`src/rtl/uart_link.sv`:
```
// uart_link: single-clock 8N1 UART transceiver.
// A shared oversampling tick generator drives an 8N1 transmitter and a
// 16x-oversampled 8N1 receiver. The serial input passes through a 2-flop
// synchronizer before the receiver sees it.
// Optional feature: define UART_FRAME_ERR_EN to add the frame_err output.
// A stop bit sampled low then pulses frame_err instead of delivering the byte.
module uart_link #(
   parameter int TICK_DIV   = 5,
   parameter int OVERSAMPLE = 16
) (
   input  logic       clk,
   input  logic       reset,
   input  logic       tx_start,
   input  logic [7:0] din,
   output logic       tx,
   output logic       tx_done_flag,
   input  logic       rx,
   output logic [7:0] dout,
   output logic       rx_done_flag
`ifdef UART_FRAME_ERR_EN
   ,
   output logic       frame_err
`endif
);

   localparam int DIV_W = (TICK_DIV > 1) ? $clog2(TICK_DIV) : 1;
   localparam int OS_W  = $clog2(OVERSAMPLE);

   localparam logic [DIV_W-1:0] DIV_LAST = DIV_W'(TICK_DIV - 1);
   localparam logic [OS_W-1:0]  OS_LAST  = OS_W'(OVERSAMPLE - 1);
   localparam logic [OS_W-1:0]  OS_HALF  = OS_W'(OVERSAMPLE / 2 - 1);

   typedef enum logic [1:0] {
      TX_IDLE,
      TX_START,
      TX_DATA,
      TX_STOP
   } tx_state_t;

   typedef enum logic [1:0] {
      RX_IDLE,
      RX_START,
      RX_DATA,
      RX_STOP
   } rx_state_t;

   // Baud generator
   logic [DIV_W-1:0] div_cnt;
   logic             s_tick;

   // Transmitter
   tx_state_t        tx_state;
   logic [OS_W-1:0]  tx_os_cnt;
   logic [2:0]       tx_bit_cnt;
   logic [7:0]       tx_shreg;

   // Receiver
   logic             rx_sync_p0;
   logic             rx_sync_p1;
   logic             rx_line;
   rx_state_t        rx_state;
   logic [OS_W-1:0]  rx_os_cnt;
   logic [2:0]       rx_bit_cnt;
   logic [7:0]       rx_shreg;

   // Free-running divider; the tick is shared by both directions.
   always_ff @(posedge clk) begin
      if (!reset) begin
         div_cnt <= '0;
      end else if (div_cnt == DIV_LAST) begin
         div_cnt <= '0;
      end else begin
         div_cnt <= div_cnt + 1'b1;
      end
   end

   assign s_tick = (div_cnt == DIV_LAST);

   // Transmit FSM: the serial line is a register, so it never glitches.
   always_ff @(posedge clk) begin
      if (!reset) begin
         tx_state     <= TX_IDLE;
         tx           <= 1'b1;
         tx_done_flag <= 1'b0;
         tx_os_cnt    <= '0;
         tx_bit_cnt   <= '0;
      end else begin
         tx_done_flag <= 1'b0;
         case (tx_state)
            TX_IDLE: begin
               tx <= 1'b1;
               if (tx_start) begin
                  tx_shreg   <= din;
                  tx_os_cnt  <= '0;
                  tx_bit_cnt <= '0;
                  tx         <= 1'b0;
                  tx_state   <= TX_START;
               end
            end
            TX_START: begin
               if (s_tick) begin
                  if (tx_os_cnt == OS_LAST) begin
                     tx_os_cnt <= '0;
                     tx        <= tx_shreg[0];
                     tx_state  <= TX_DATA;
                  end else begin
                     tx_os_cnt <= tx_os_cnt + 1'b1;
                  end
               end
            end
            TX_DATA: begin
               if (s_tick) begin
                  if (tx_os_cnt == OS_LAST) begin
                     tx_os_cnt <= '0;
                     tx_shreg  <= {1'b0, tx_shreg[7:1]};
                     if (tx_bit_cnt == 3'd7) begin
                        tx       <= 1'b1;
                        tx_state <= TX_STOP;
                     end else begin
                        tx         <= tx_shreg[1];
                        tx_bit_cnt <= tx_bit_cnt + 1'b1;
                     end
                  end else begin
                     tx_os_cnt <= tx_os_cnt + 1'b1;
                  end
               end
            end
            TX_STOP: begin
               if (s_tick) begin
                  if (tx_os_cnt == OS_LAST) begin
                     tx_os_cnt    <= '0;
                     tx_done_flag <= 1'b1;
                     tx_state     <= TX_IDLE;
                  end else begin
                     tx_os_cnt <= tx_os_cnt + 1'b1;
                  end
               end
            end
            default: begin
               tx       <= 1'b1;
               tx_state <= TX_IDLE;
            end
         endcase
      end
   end

   // Two-flop synchronizer for the asynchronous serial input.
   always_ff @(posedge clk) begin
      if (!reset) begin
         rx_sync_p0 <= 1'b1;
         rx_sync_p1 <= 1'b1;
      end else begin
         rx_sync_p0 <= rx;
         rx_sync_p1 <= rx_sync_p0;
      end
   end

   assign rx_line = rx_sync_p1;

   // Receive FSM: start edge re-checked at half a bit, data sampled mid-bit.
   always_ff @(posedge clk) begin
      if (!reset) begin
         rx_state     <= RX_IDLE;
         rx_os_cnt    <= '0;
         rx_bit_cnt   <= '0;
         dout         <= 8'h00;
         rx_done_flag <= 1'b0;
`ifdef UART_FRAME_ERR_EN
         frame_err    <= 1'b0;
`endif
      end else begin
         rx_done_flag <= 1'b0;
`ifdef UART_FRAME_ERR_EN
         frame_err    <= 1'b0;
`endif
         case (rx_state)
            RX_IDLE: begin
               if (!rx_line) begin
                  rx_os_cnt <= '0;
                  rx_state  <= RX_START;
               end
            end
            RX_START: begin
               if (s_tick) begin
                  if (rx_os_cnt == OS_HALF) begin
                     rx_os_cnt  <= '0;
                     rx_bit_cnt <= '0;
                     // A line that went high again was only a glitch.
                     rx_state   <= rx_line ? RX_IDLE : RX_DATA;
                  end else begin
                     rx_os_cnt <= rx_os_cnt + 1'b1;
                  end
               end
            end
            RX_DATA: begin
               if (s_tick) begin
                  if (rx_os_cnt == OS_LAST) begin
                     rx_os_cnt <= '0;
                     rx_shreg  <= {rx_line, rx_shreg[7:1]};
                     if (rx_bit_cnt == 3'd7) begin
                        rx_state <= RX_STOP;
                     end else begin
                        rx_bit_cnt <= rx_bit_cnt + 1'b1;
                     end
                  end else begin
                     rx_os_cnt <= rx_os_cnt + 1'b1;
                  end
               end
            end
            RX_STOP: begin
               if (s_tick) begin
                  if (rx_os_cnt == OS_LAST) begin
                     rx_os_cnt <= '0;
                     rx_state  <= RX_IDLE;
`ifdef UART_FRAME_ERR_EN
                     if (!rx_line) begin
                        frame_err <= 1'b1;
                     end else begin
                        dout         <= rx_shreg;
                        rx_done_flag <= 1'b1;
                     end
`else
                     dout         <= rx_shreg;
                     rx_done_flag <= 1'b1;
`endif
                  end else begin
                     rx_os_cnt <= rx_os_cnt + 1'b1;
                  end
               end
            end
            default: begin
               rx_state <= RX_IDLE;
            end
         endcase
      end
   end

endmodule

```
`config.mk`:
```
export PLATFORM = sky130hd
export DESIGN_NAME = uart_link
export DESIGN_NICKNAME = d
export VERILOG_FILES = /design/src/rtl/uart_link.sv
export SDC_FILE = /design/constraint.sdc
export NUM_CORES = 1
export LEC_CHECK = 0
export BUFFER_PORTS_ARGS = -buffer_cell sky130_fd_sc_hd__buf_2
export CAP_MARGIN = 20
export CORE_AREA = 2 2 74 76
export CTS_BUF_LIST = sky130_fd_sc_hd__clkbuf_2
export CTS_CLUSTER_DIAMETER = 120
export DETAILED_ROUTE_END_ITERATION = 10
export DIE_AREA = 0 0 76 78
export PLACE_DENSITY = 0.65
export SLEW_MARGIN = 20
export SYNTH_ARGS = -nofsm -noshare
export SYNTH_HDL_FRONTEND = slang
export SYNTH_SLANG_ARGS = --single-unit
```
`constraint.sdc`:
```
create_clock -name clk -period 3.2 [get_ports clk]
set_input_delay 0.64 -clock clk [delete_from_list [all_inputs] [get_ports clk]]
set_output_delay 0.64 -clock clk [all_outputs]
set_load 0.02 [all_outputs]
```
==> results.ini <==
[clock_tree]
post_cts.repair.setup_buffers = 0
postCtsHoldBufs = 0
cts_buffers = 5
clk_latency_ns = 0.43
clockBufferDepth = 2
htreeDepth = 2
clk_pin_slew_worst_paths_ns = 0.24
cts_root_buffer = clkbuf_2
clock_sinks = 50
cts_resized = 0
cts_tree = done

[placed_design]
postPlaceCellArea_sq_um = 2411
port_buffers = 22
dp_hpwl_um = 2647
place_congestion = 0.7809
post-place-ws_ns = 1.027

[setup_path]
r2r_cells = 6
path_buf_inv = 1
crit_required_ns = 3.55
r2r_slack_ns = 1.17
r2r-start = div_cnt[0]
critPathTopFamily = simple AND/OR/NAND/NOR gates
regToRegEndpoint = dout[2]
worstSetupPathType = reg2reg
slowest_stage = nand4_1
worstPathCellList = inv_1 -> ha_1 -> and4_1 -> nand4_1 -> mux2i_1 -> nor2_1
crit_start = div_cnt[0]
crit_arrival_ns = 2.38
critical-path-max-stage-delay_ns = 0.54
endpoint_kind = register
startpoint_type = register
critPathMaxFanout = 9

[logic_synthesis]
ys_seq_area_frac = 0.5170
synthMuxAreaShare = 0.09805
synth_area_sq_um = 2246
ys_top_cells_by_count = 34 x dfxtp_1, 20 x nor2_1, 16 x edfxtp_1
netlist.area_leader.share = 0.3031
synth_compound_area_frac = 0.1086
synthArstFlopShare = 0
synth-edff-count = 16
synth_area_leader_cell = dfxtp_1
synth-simple-area-share = 0.1621
ys_top_cells_by_area = dfxtp_1 30%, edfxtp_1 21%, ha_1 7.2%, mux2i_1 5.8%, mux2_2 4.0%
ys_ff_latch = 50
synth-xor-area-share = 0.003900
avgSynthCellArea_sq_um = 10.90
yosysMostFrequentCell = dfxtp_1
synth_cell_types = 48
synth_top_family_by_area = simple AND/OR/NAND/NOR gates
synth_flop_cell = dfxtp_1
synthCells = 206
synth_nets = 231
yosys_warnings = 0
synth_fa_ha_area_frac = 0.07242

[pwr]
seq_power_share = 0.532
switching_power_uw = 413.5
power_frac_clock = 0.234
power.density_nw_per_um2 = 568.7
ir_drop_mv = 0.3622
combPwrFrac = 0.234
internal_power_uw = 996.9
p_leak_nw = 1.040
swShare = 0.2932

[route]
wl_per_cell_um = 12.30
vias_per_cell = 5.191
ant_nets = 0
dr_total_vias = 1547
drtIter0Drc = 97
drc_errors = 0
wl_um = 3664
drt-pass1-iter-count = 4

[floorplan]
core-area_sq_um = 5042
fp-row-count = 26
die_h_um = 78
ios = 23
start_util = 0.4454
die_x_um = 76
die-area_sq_um = 5928

[sta]
layout_min_cycle_time_ns = 2.029
maxSlewViolCount = 0
fin_crit_sh = 0.6341
tightest_slew_ns = 0.6010
finalHoldViolations = 0
slew_headroom = 0.5982
finClkSkew_ns = 0.01862
setup_slack_ns = 1.171
setup-violations-final = 0
final.setup.tns_ns = 0
rsz0062_at_grt = no
max_freq_ghz = 0.4928
whs_ns = 0.4001

[grt]
grt_max_degree = 17
grt_usage = 0.1378
antenna_found_initial = 0
grt_pass1_wl_um = 6603
grt_overflow = 0
grt_pass1_vias = 1419

[outcome]
outcome = finished, final reports clean

[job]
maxCapViolCount = 0

[min_path]
hold_path_depth = 2
hold_end = rx_sync_p0
hp-class = in2reg
hp-start = rx

[cells_and_area]
syn_to_final_growth_pct = 10.42
design_area_sq_um = 2480
final_layout_size_suffix_gt1_frac = 0.1974
nets = 252
final.fill_count = 485
n_antenna_cell = 0

==> placed cells by master (no fill, tap or decap), drive strengths merged, types with 2 or more instances in the layout <==
master  Yosys  routed
and3b       2       2
dfxtp      34      34
a311oi      4       4
nand3       7       7
mux2        8       8
nand3b      2       2
edfxtp     16      16
nand2b      3       3
buf         5      25
nor4        2       2
a21oi       7       7
ha         13      13
nor3b       2       2
nor2       20      20
o21ai       9       9
and2        2       2
and3        3       3
nor3        7       7
mux2i      13      13
a22oi       2       2
nand2      10      10
nor2b       2       2
clkbuf      6       5
a22o        2       2
o21a        2       2
inv         7       8
==> power by group through the flow <==
stage | combinational [mW] | clock [mW] | sequential (mW)
2_1_floorplan | 0.250 | 0 | 0.762
3_3_place_gp | 0.328 | 0 | 0.762
3_5_place_dp | 0.331 | 0 | 0.763
4_1_cts | 0.333 | 0.343 | 0.751
5_1_grt | 0.375 | 0.375 | 0.756
6_report | 0.330 | 0.331 | 0.750
==> metrics by stage <==
step | power [mW] | cells | util
floorplan | 1.012 | 206 | -
global placement | 1.090 | 290 | 0.4782
detailed placement | 1.094 | 290 | 0.4782
CTS | 1.426 | 298 | 0.4918
global route | 1.505 | 298 | 0.4918
finish | 1.410 | 298 | 0.4918
==> layout make-up <==
type	instances	area, sq um	area share
Sequential cell	50	1161	0.4682
Tap cell	70	87.58	0.03532
Inverter	8	30.03	0.01211
Multi-Input combinational cell	137	999.7	0.4031
Timing Repair Buffer	25	132.6	0.05348
Clock buffer	5	25.02	0.01009
Clock inverter	3	43.79	0.01766
==> flip-flops by register name, indices dropped and copies added (netlist names), 2 cells and up, named ones only <==
| signal | count |
|---|---|
| tx_os_cnt | 4 |
| div_cnt | 3 |
| rx_shreg | 8 |
| tx_bit_cnt | 3 |
| tx_shreg | 8 |
| rx_bit_cnt | 3 |
| tx_state | 2 |
| dout | 8 |
| rx_os_cnt | 4 |
==> routing by layer <==
layer	part of all wire	up-vias	track usage
li1	-	791	-
met1	0.49	730	0.1766
met2	0.48	26	0.2214
met3	0.036	0	0.03837
met4	0	0	0.05455
met5	0	-	0
==> worst max-delay path by stage <==
| stage | end | slack (ns) | cells after the start |
|---|---|---|---|
| 6_report | dout[2] | 1.17 | 6 |
| 5_1_grt | dout[7] | 0.96 | 5 |
| 4_1_cts | dout[2] | 1.14 | 5 |
| 3_5_place_dp | rx_shreg[6] | 1.03 | 5 |
| 3_3_place_gp | rx_shreg[3] | 1.04 | 5 |
| 2_1_floorplan | tx_shreg[0] | 0.88 | 5 |
==> kinds of logic after synthesis <==
| group | count (synthesis) |
|---|---|
| buffers and inverters | 19 |
| xor gates and xnor gates | 1 |
| adders and majority gates | 13 |
| AOI/OAI and AO/OA | 35 |
| muxes | 21 |
| and+or+nand+nor | 67 |
| DFF | 50 |
==> worst reg2reg max path: stages, from the launching register on <==
cell and delay, ns:
dfxtp_1 0.38, inv_1 0.06, ha_1 0.21, and4_1 0.39, nand4_1 0.54, mux2i_1 0.32
nor2_1 0.06
(Power assumes the default switching activity.)
